==> config.mk <==
export PLATFORM = sky130hd
export DESIGN_NAME = lfsr_bus_datapath
export DESIGN_NICKNAME = d
export VERILOG_FILES = /design/src/rtl/lfsr_bus_datapath.sv
export SDC_FILE = /design/constraint.sdc
export NUM_CORES = 1
export LEC_CHECK = 0
export CORE_MARGIN = 2
export CORE_UTILIZATION = 47
export DETAILED_ROUTE_END_ITERATION = 10
export PLACE_DENSITY_LB_ADDON = 0.25
export SLEW_MARGIN = 20
export SYNTH_ARGS = -nofsm -noshare
export SYNTH_HDL_FRONTEND = slang
export SYNTH_SLANG_ARGS = --single-unit
==> constraint.sdc <==
create_clock -name clk -period 2.8 [get_ports clk]
set_clock_uncertainty 0.1 [all_clocks]
set_input_delay 0.56 -clock clk [delete_from_list [all_inputs] [get_ports clk]]
set_output_delay 0.56 -clock clk [all_outputs]
set_load 0.01 [all_outputs]
==> src/rtl/lfsr_bus_datapath.sv <==
// Read datapath for the bus-interface controller: address decode back to the FSM,
// and a Fibonacci LFSR whose current word is driven onto the bus on each qualified read.
module lfsr_bus_datapath #(
    parameter int              AW    = 8,
    parameter int              DW    = 8,
    parameter logic [AW-1:0]   FADDR = 8'hA5,
    parameter logic [DW-1:0]   SEED  = 8'h01,
    parameter logic [DW-1:0]   TAPS  = 8'hB8
) (
    input  logic          clk,
    input  logic          rst,
    input  logic [AW-1:0] addr,
    input  logic          rd,
    input  logic          Den,
    input  logic          ld,
    input  logic [DW-1:0] seed_in,
    output logic          A_eq_Faddr,
    output logic [DW-1:0] data_bus,
    output logic          dvalid,
    output logic [7:0]    xfer_cnt
);

    // Handshake: a transfer is Den & rd at a rising edge; the word appears on
    // data_bus with dvalid high for exactly the following cycle.

    logic [DW-1:0] lfsr;
    logic [DW-1:0] lfsr_nxt;
    logic [DW-1:0] load_val;
    logic          xfer;

    function automatic logic [DW-1:0] lfsr_step(input logic [DW-1:0] x);
        logic fb;
        fb = ^(x & TAPS);
        return {x[DW-2:0], fb};
    endfunction

    assign xfer = Den & rd;

    // A zero seed would lock the register up, so it is replaced by SEED.
    assign load_val = (seed_in == '0) ? SEED : seed_in;

    // Load wins over step when both happen in the same cycle.
    always_comb begin
        lfsr_nxt = lfsr;
        if (ld) begin
            lfsr_nxt = load_val;
        end else if (xfer) begin
            lfsr_nxt = lfsr_step(lfsr);
        end
    end

    always_ff @(posedge clk or posedge rst) begin
        if (rst) begin
            lfsr <= SEED;
        end else begin
            lfsr <= lfsr_nxt;
        end
    end

    always_ff @(posedge clk or posedge rst) begin
        if (rst) begin
            A_eq_Faddr <= 1'b0;
        end else begin
            A_eq_Faddr <= (addr == FADDR);
        end
    end

    always_ff @(posedge clk or posedge rst) begin
        if (rst) begin
            data_bus <= '0;
            dvalid   <= 1'b0;
            xfer_cnt <= 8'h00;
        end else begin
            dvalid <= xfer;
            if (xfer) begin
                data_bus <= lfsr;
                xfer_cnt <= xfer_cnt + 8'h01;
            end
        end
    end

endmodule
==> reports/results.ini, run 1 <==
[outcome]
outcome=complete, no violations

[cts]
holdBufCountCts=0
postCtsSetupBuffers=0
clk_pin_slew_ns=0.14
cts_buffers=3
clock_latency_ns=0.33
h-tree-depth=1
cts.sink_count=26
cts-root-buf=clkbuf_4
cts-resized-gates=0
cts_max_path_buffers=2
cts_tree=done

[synth]
syn_avg_cell_area_um2=12.6
ys_seq_elements=26
synth_fp_nets=112
syn_area_um2=1140
synth_warnings=0
yosysSeqAreaShare_pct=57.4
synthCells=90
synth_cell_type_count=24

[final_layout]
final_cells=159
area_growth_syn_to_layout_pct=40.5
layout_commonest_cell=clkdlybuf4s50_1
layout.nets=154
fin_util_pct=70.8
diodes=0
drive_gt1_share_pct=13.7
final_cell_mix=clkdlybuf4s50_1 (38), dfrtp_1 (25), nand2_1 (9), mux2_2 (9), xnor2_1 (8)

[run]
maxCapViolCount=0

[routing]
vias=814
drtPass1Iterations=4
wl_mm=2.21
routed_via_density=5.12
drt-initial-drc-count=8
wl_per_cell_um=13.9
ant_nets=0
drc_errors=0

[timing]
finalCritPeriodShare_pct=73.6
setup_violations=0
rsz0062_at_grt=false
relSlewSlack_pct=66.1
finalHoldViolations=0
drv_slew=0
worst_pin_slew_ns=0.507
fin_ws_ns=0.738
max_freq_mhz=485
layout_min_cycle_time_ns=2.06
finalSetupTns_ns=0

[power_and_ir_drop]
combPwrFrac_pct=29.5
static-leakage-power_uw=0.000697
swShare_pct=28.2
intPower_uw=807
max-vdd-ir-drop_uv=495
p_switching_uw=317
p_clk_share_pct=23.0
p_seq_share_pct=47.5
powerDensity_nw_per_um2=704

[critical_path]
reg2reg_depth=2
worstPathRequired_ns=2.14
end_kind=primary output
critPathLaunchType=register
cp_max_fo=6
cp-startpoint=xfer_cnt[0]
slowest_stage=clkdlybuf4s50_1
crit_chain=clkdlybuf4s50_1
rrSetupSlack_ns=1.56
timing.rr.start=xfer_cnt[0]
crit_type=register to primary output
arrival_ns=1.40
worstReg2RegEnd=xfer_cnt[1]
path_depth=1
max_stage_delay_ns=0.58
path_buf_inv=1
path_delay_family=buffers and inverters
critPathCapture=xfer_cnt[0]

[floorplan]
fp.dieH_um=53.2
rows=17
start_util_pct=50.4
die_w_um=53.2
die_area_um2=2830
core_area_um2=2250
ioPinCount=39

[global_route]
grt_max_degree=18
grt_pass1_vias=783
grt_usage_pct=18.5
antenna_found_initial=0
grt_overflow_total=0
grt_pass1_wl_mm=3.53

[place]
portBuffers=38
gp_congestion=0.765
place_inst=155
dp_slack_ns=0.800
place_hpwl_mm=1.71

[hold_path]
hp-class=register to register

## power groups by stage
stage | sequential, uW | combinational [uW] | clock, uW
floorplan | 556 | 122 | 0
global placement | 537 | 325 | 0
detailed placement | 543 | 335 | 0
CTS | 534 | 336 | 267
global route | 547 | 359 | 283
finish | 533 | 332 | 259
## layout make-up
| type | instances | area [um^2] |
|---|---|---|
| tap | 28 | 35.0 |
| fill | 181 | 658 |
| clock buffer | 3 | 22.5 |
| sequential | 26 | 652 |
| multi-input combinational | 60 | 462 |
| timing repair buffer | 39 | 388 |
| inverter | 2 | 7.51 |
| clock inverter | 1 | 30.0 |
## kinds of logic (layout without fill, tap and decap cells)
kind of cell               Yosys count  after routing  synth area share [%]
buffers and inverters                4             45                  1.98
DFF                                 26             26                  57.4
muxes                               16             16                  15.1
AOI/OAI and AO/OA                    9              9                  4.62
adders and majority gates            1              1                  1.10
xor gates and xnor gates            10             10                  7.71
and+or+nand+nor                     24             24                  12.1
## metal layers
metal  part of all wire, %  vias to the layer above  global-route usage [%]
li1                      -                      399                       -
met1                    43                      393                    21.5
met2                    51                       19                    31.3
met3                   3.5                        3                    4.24
met4                   1.6                        0                    10.3
met5                     0                        -                       0
## cells in the mapped netlist, drive strengths merged
cell type | instances | area share [%]
ha | 1 | 1.1
and4 | 1 | 0.77
and3 | 1 | 0.55
nand4 | 4 | 2.2
o21ai | 7 | 3.1
buf | 1 | 0.99
a21oi | 1 | 0.44
nand4bb | 2 | 2.0
a211oi | 1 | 1.1
clkbuf | 1 | 0.33
nor2 | 2 | 0.66
nor4 | 1 | 0.55
dfrtp | 25 | 55
nor3 | 2 | 0.88
inv | 2 | 0.66
nand2 | 10 | 4.0
mux2i | 7 | 6.2
mux2 | 9 | 8.9
xor2 | 2 | 1.5
nand2b | 1 | 0.55
xnor2 | 8 | 6.2
dfstp | 1 | 2.3
## sequential cells by signal, summed over array words and instances, names as in the netlist
| signal | count |
|---|---|
| xfer_cnt | 8 |
| data_bus | 8 |
| dvalid | 1 |
| lfsr | 8 |
| A_eq_Faddr | 1 |
## worst min-delay path by stage
stage                           start          end  slack (ns)  depth (start not counted)
after global routing      xfer_cnt[7]  xfer_cnt[7]        0.43                          1
after floorplan               lfsr[1]  data_bus[1]        0.40                          1
after global placement    xfer_cnt[7]  xfer_cnt[7]        0.36                          1
after CTS                 xfer_cnt[6]  xfer_cnt[6]        0.41                          1
after detailed placement  xfer_cnt[3]  xfer_cnt[3]        0.39                          1
final                     xfer_cnt[7]  xfer_cnt[7]        0.40                          1
## per-stage QoR
stage | hold WS, ns | area, um^2 | total power [uW]
2_1_floorplan | 0.402 | 1140 | 678
3_3_place_gp | 0.362 | 1540 | 862
3_5_place_dp | 0.389 | 1540 | 877
4_1_cts | 0.412 | 1600 | 1140
5_1_grt | 0.432 | 1600 | 1190
6_report | 0.399 | 1600 | 1120
No activity file was read; power rests on OpenSTA's default activity.
==> run 2, diff against run 1 <==
CORE_UTILIZATION = 44   (was 47)
clock period = 2.15 ns   (was 2.8 ns; I/O delays follow)
==> run 2 against run 1 <==
Die area grew 6.3%; flip-flop and latch count did not move; via count shrank 2.7%; clock power shrank 8.1%; sequential share of layout area rose by 0.35 points; routed wire length fell by 9.0%; final area fell by 0.86%; setup slack lost 0.46 ns; first-iteration DRC count fell by 38%; global-route usage decreased by 3.3 points; non-clock buffer count is the same.
==> reports/results.ini, run 2 (same netlist as run 1, synthesis figures left out) <==
[timing]
rsz0062_at_grt=false
layout_min_cycle_time_ns=1.87
drv_slew=0
max_freq_mhz=534
finalHoldViolations=0
worst_pin_slew_ns=0.477
finalSetupTns_ns=0
relSlewSlack_pct=68.1
fin_ws_ns=0.278
finalCritPeriodShare_pct=87.0
setup_violations=0

[critical_path]
critPathLaunchType=register
crit_chain=clkdlybuf4s50_1
worstPathRequired_ns=1.62
end_kind=primary output
path_delay_family=buffers and inverters
slowest_stage=clkdlybuf4s50_1
reg2reg_depth=2
cp_max_fo=6
max_stage_delay_ns=0.57
arrival_ns=1.34
path_depth=1
path_buf_inv=1
crit_type=register to primary output

[final_layout]
drive_gt1_share_pct=13.7
nFillCells=202
area_growth_syn_to_layout_pct=39.3
diodes=0
layout.nets=154
final_cell_mix=clkdlybuf4s50_1 (38), dfrtp_1 (25), nand2_1 (9), mux2_2 (9), xnor2_1 (8)
layout_commonest_cell=clkdlybuf4s50_1
final_cells=161
reg_top3=data_bus x8, lfsr x8, xfer_cnt x8

[floorplan]
start_util_pct=46.3
die_area_um2=3000
fp.dieH_um=54.8
rows=18
die_w_um=54.8
core_area_um2=2450
ioPinCount=39

[cts]
cts.sink_count=26
postCtsSetupBuffers=0
holdBufCountCts=0
clock_latency_ns=0.31
cts-resized-gates=0
cts_tree=done
cts_max_path_buffers=2
h-tree-depth=1
cts_buffers=3
clk_pin_slew_ns=0.13
cts-root-buf=clkbuf_4

[global_route]
grt_overflow_total=0
grt_pass1_wl_mm=3.19
grt_pass1_vias=733
grt_usage_pct=15.2
grt_max_degree=27
antenna_found_initial=0

[routing]
routed_via_density=4.92
vias=792
wl_per_cell_um=12.5
ant_nets=0
drc_errors=0
wl_mm=2.01
drt-initial-drc-count=5
drtPass1Iterations=4

[place]
portBuffers=38
place_hpwl_mm=1.57
gp_congestion=0.683
dp_slack_ns=0.262
place_inst=157

[power_and_ir_drop]
powerDensity_nw_per_um2=858
max-vdd-ir-drop_uv=696
design_power_total_uw=1360
static-leakage-power_uw=0.000690

[outcome]
outcome=complete, no violations

[hold_path]
hp-class=primary input to async pin

[run]
maxCapViolCount=0

[run 2: cell count changes in the layout (fill, tap and decap cells not counted)]
cell / delta
clkbuf_8: +1
bufinv_16: -1
[run 2: area by class of cell]
cell class | count | area, um^2 | area share, %
sequential | 26 | 652 | 41.2
multi-input combinational | 60 | 462 | 29.2
timing repair buffer | 39 | 388 | 24.5
tap | 30 | 37.5 | 2.37
clock buffer | 4 | 36.3 | 2.29
inverter | 2 | 7.51 | 0.474
[run 2: worst min-delay path, delay by kind of cell]
kind / cells / cell delay [ns]
buffers and inverters: 3 / 0.75
[run 2: worst paths after layout]
kind | start | to | slack, ns
setup / recovery | xfer_cnt[0] | xfer_cnt[0] | 0.28
hold / removal | rst | xfer_cnt[7] | 0.35
setup reg to reg | xfer_cnt[0] | xfer_cnt[1] | 0.91
hold reg to reg | xfer_cnt[7] | xfer_cnt[7] | 0.40
max in group asynchronous | rst | lfsr[0] | 1.31
min in group clk | xfer_cnt[7] | xfer_cnt[7] | 0.40
[run 2: where the power goes]
part           switching [uW]  internal [uW]
combinational             155            272
sequential                104            590
clock                     134            103
total                     393            965
[run 2: per-layer routing]
layer	GRT usage [%]	share of wire, %	vias to the layer above
li1	-	-	399
met1	19.0	45	366
met2	25.8	49	25
met3	2.46	4.8	2
met4	6.25	0.80	0
met5	0	0	-
[run 2: metrics by stage]
stage          cell area [um^2]  hold slack [ns]  util (%)
6_report                   1580            0.352      64.5
4_1_cts                    1580            0.363      64.5
2_1_floorplan              1140            0.369         -
3_3_place_gp               1550            0.361      63.0
5_1_grt                    1580            0.385      64.5
3_5_place_dp               1550            0.394      63.0
==> run 3, diff against run 2 <==
--- a/config.mk
+++ b/config.mk
@@ -10,2 +10,3 @@
 export DETAILED_ROUTE_END_ITERATION = 10
+export MAX_ROUTING_LAYER = met4
 export PLACE_DENSITY_LB_ADDON = 0.25
==> constraint.sdc (replaced) <==
create_clock -name clk -period 2.15 [get_ports clk]
set_clock_uncertainty 0.1 [all_clocks]
set_input_delay 0.645 -clock clk [delete_from_list [all_inputs] [get_ports clk]]
set_output_delay 0.645 -clock clk [all_outputs]
set_load 0.01 [all_outputs]
==> run 3 against run 2 <==
Register-to-register slack barely moved; count of clock-buffer cells in the layout fell by 1; first-iteration DRC count rose by 60%; flip-flop and latch count did not move; setup slack got worse by 0.19 ns; sequential power barely moved; fmax fell by 9.1%; worst hold slack improved by 0.040 ns; power rose by 7.3%; sequential share of layout area fell by 0.83 points.
==> reports/results.ini, run 3 (same netlist as run 1, synthesis figures left out) <==
[critical_path]
end_kind=primary output
worstPathRequired_ns=1.40
rrSetupSlack_ns=0.92
arrival_ns=1.32
critPathLaunchType=register
slowest_stage=clkdlybuf4s50_1
cp_max_fo=5
path_buf_inv=1
crit_type=register to primary output
crit_chain=clkdlybuf4s50_1
path_delay_family=buffers and inverters
max_stage_delay_ns=0.56

[power_and_ir_drop]
max-vdd-ir-drop_uv=601
static-leakage-power_uw=0.000705
powerDensity_nw_per_um2=899

[cts]
clock_latency_ns=0.32
h-tree-depth=1
cts_buffers=3
cts_tree=done
cts.sink_count=26
cts-root-buf=clkbuf_4
clk_pin_slew_ns=0.14
cts_max_path_buffers=2

[final_layout]
drive_gt1_share_pct=15.9
layout_commonest_cell=clkdlybuf4s50_1
reg_top3=data_bus x8, lfsr x8, xfer_cnt x8
diodes=0
fin_area_um2=1620
layout.nets=155
final_cell_mix=clkdlybuf4s50_1 (38), dfrtp_1 (23), nand2_1 (9), mux2_2 (9), xnor2_1 (8)
area_growth_syn_to_layout_pct=42.7

[global_route]
antenna_found_initial=0
grt_pass1_vias=786
grt_overflow_total=0
grt_max_degree=27
grt_pass1_wl_mm=3.39
grt_usage_pct=16.7

[floorplan]
die_area_um2=3000
start_util_pct=46.3
rows=18
core_area_um2=2450
fp.dieH_um=54.8
ioPinCount=39
die_w_um=54.8

[routing]
routed_via_density=5.10
vias=826
ant_nets=0
wl_per_cell_um=12.8
drc_errors=0
wl_mm=2.08
drt-initial-drc-count=8
drtPass1Iterations=4

[timing]
worst_pin_slew_ns=0.485
fin_ws_ns=0.0900
drv_slew=0
layout_min_cycle_time_ns=2.06
finalCritPeriodShare_pct=95.8
finalHoldViolations=0
rsz0062_at_grt=false
setup_violations=0
max_freq_mhz=485
relSlewSlack_pct=67.5
finalSetupTns_ns=0

[outcome]
outcome=complete, no violations

[place]
portBuffers=38
place_hpwl_mm=1.65
placed_area_um2=1570
dp_slack_ns=0.114
gp_congestion=0.724

[run]
maxCapViolCount=0

[hold_path]
hp-class=register to register

-- run 3: what timing repair did --
item,CTS,global route
setup buffers,0,0
resized for setup,0,2
endpoints found under the setup margin,0,2
hold buffers,0,0
endpoints found under the hold margin,0,0
-- run 3: worst reg2reg max path, cell delays in order (launching register included) --
cell and delay (ns):
dfrtp_2 0.47, ha_1 0.30, mux2_2 0.26
-- run 3: final cells by class --
class                      instances  area (um^2)
inverter                           2         7.51
multi-input combinational         60          462
tap                               30         37.5
timing repair buffer              40          408
clock buffer                       3         22.5
fill                             200          833
clock inverter                     1         30.0
sequential                        26          654
-- run 3: stage by stage --
| step | utilization [%] | hold slack (ns) | power, uW | std cells |
|---|---|---|---|---|
| after floorplan | - | 0.402 | 883 | 90 |
| after global placement | 63.8 | 0.362 | 1130 | 158 |
| after detailed placement | 63.8 | 0.378 | 1150 | 158 |
| after CTS | 66.0 | 0.396 | 1480 | 162 |
| after global routing | 66.1 | 0.409 | 1560 | 162 |
| final | 66.1 | 0.391 | 1460 | 162 |
-- run 3: layer usage --
layer | GRT usage [%] | share of wire (%) | vias up
li1 | - | - | 401
met1 | 19.4 | 42 | 396
met2 | 28.4 | 52 | 27
met3 | 3.28 | 5.5 | 2
met4 | 6.25 | 0.48 | 0
met5 | - | 0 | -
-- run 3: power breakdown --
| group | internal [uW] | switching, uW |
|---|---|---|
| registers | 595 | 101 |
| logic | 278 | 158 |
| clock network | 188 | 138 |
-- run 3: worst paths after layout --
kind | start | cells past startpoint | endpoint
min reg2reg | xfer_cnt[7] | 1 | xfer_cnt[7]
max reg2reg | xfer_cnt[0] | 2 | xfer_cnt[1]
min | xfer_cnt[7] | 1 | xfer_cnt[7]
max | xfer_cnt[4] | 1 | xfer_cnt[4]
max in group asynchronous | rst | 3 | lfsr[0]
min in group asynchronous | rst | 3 | xfer_cnt[1]
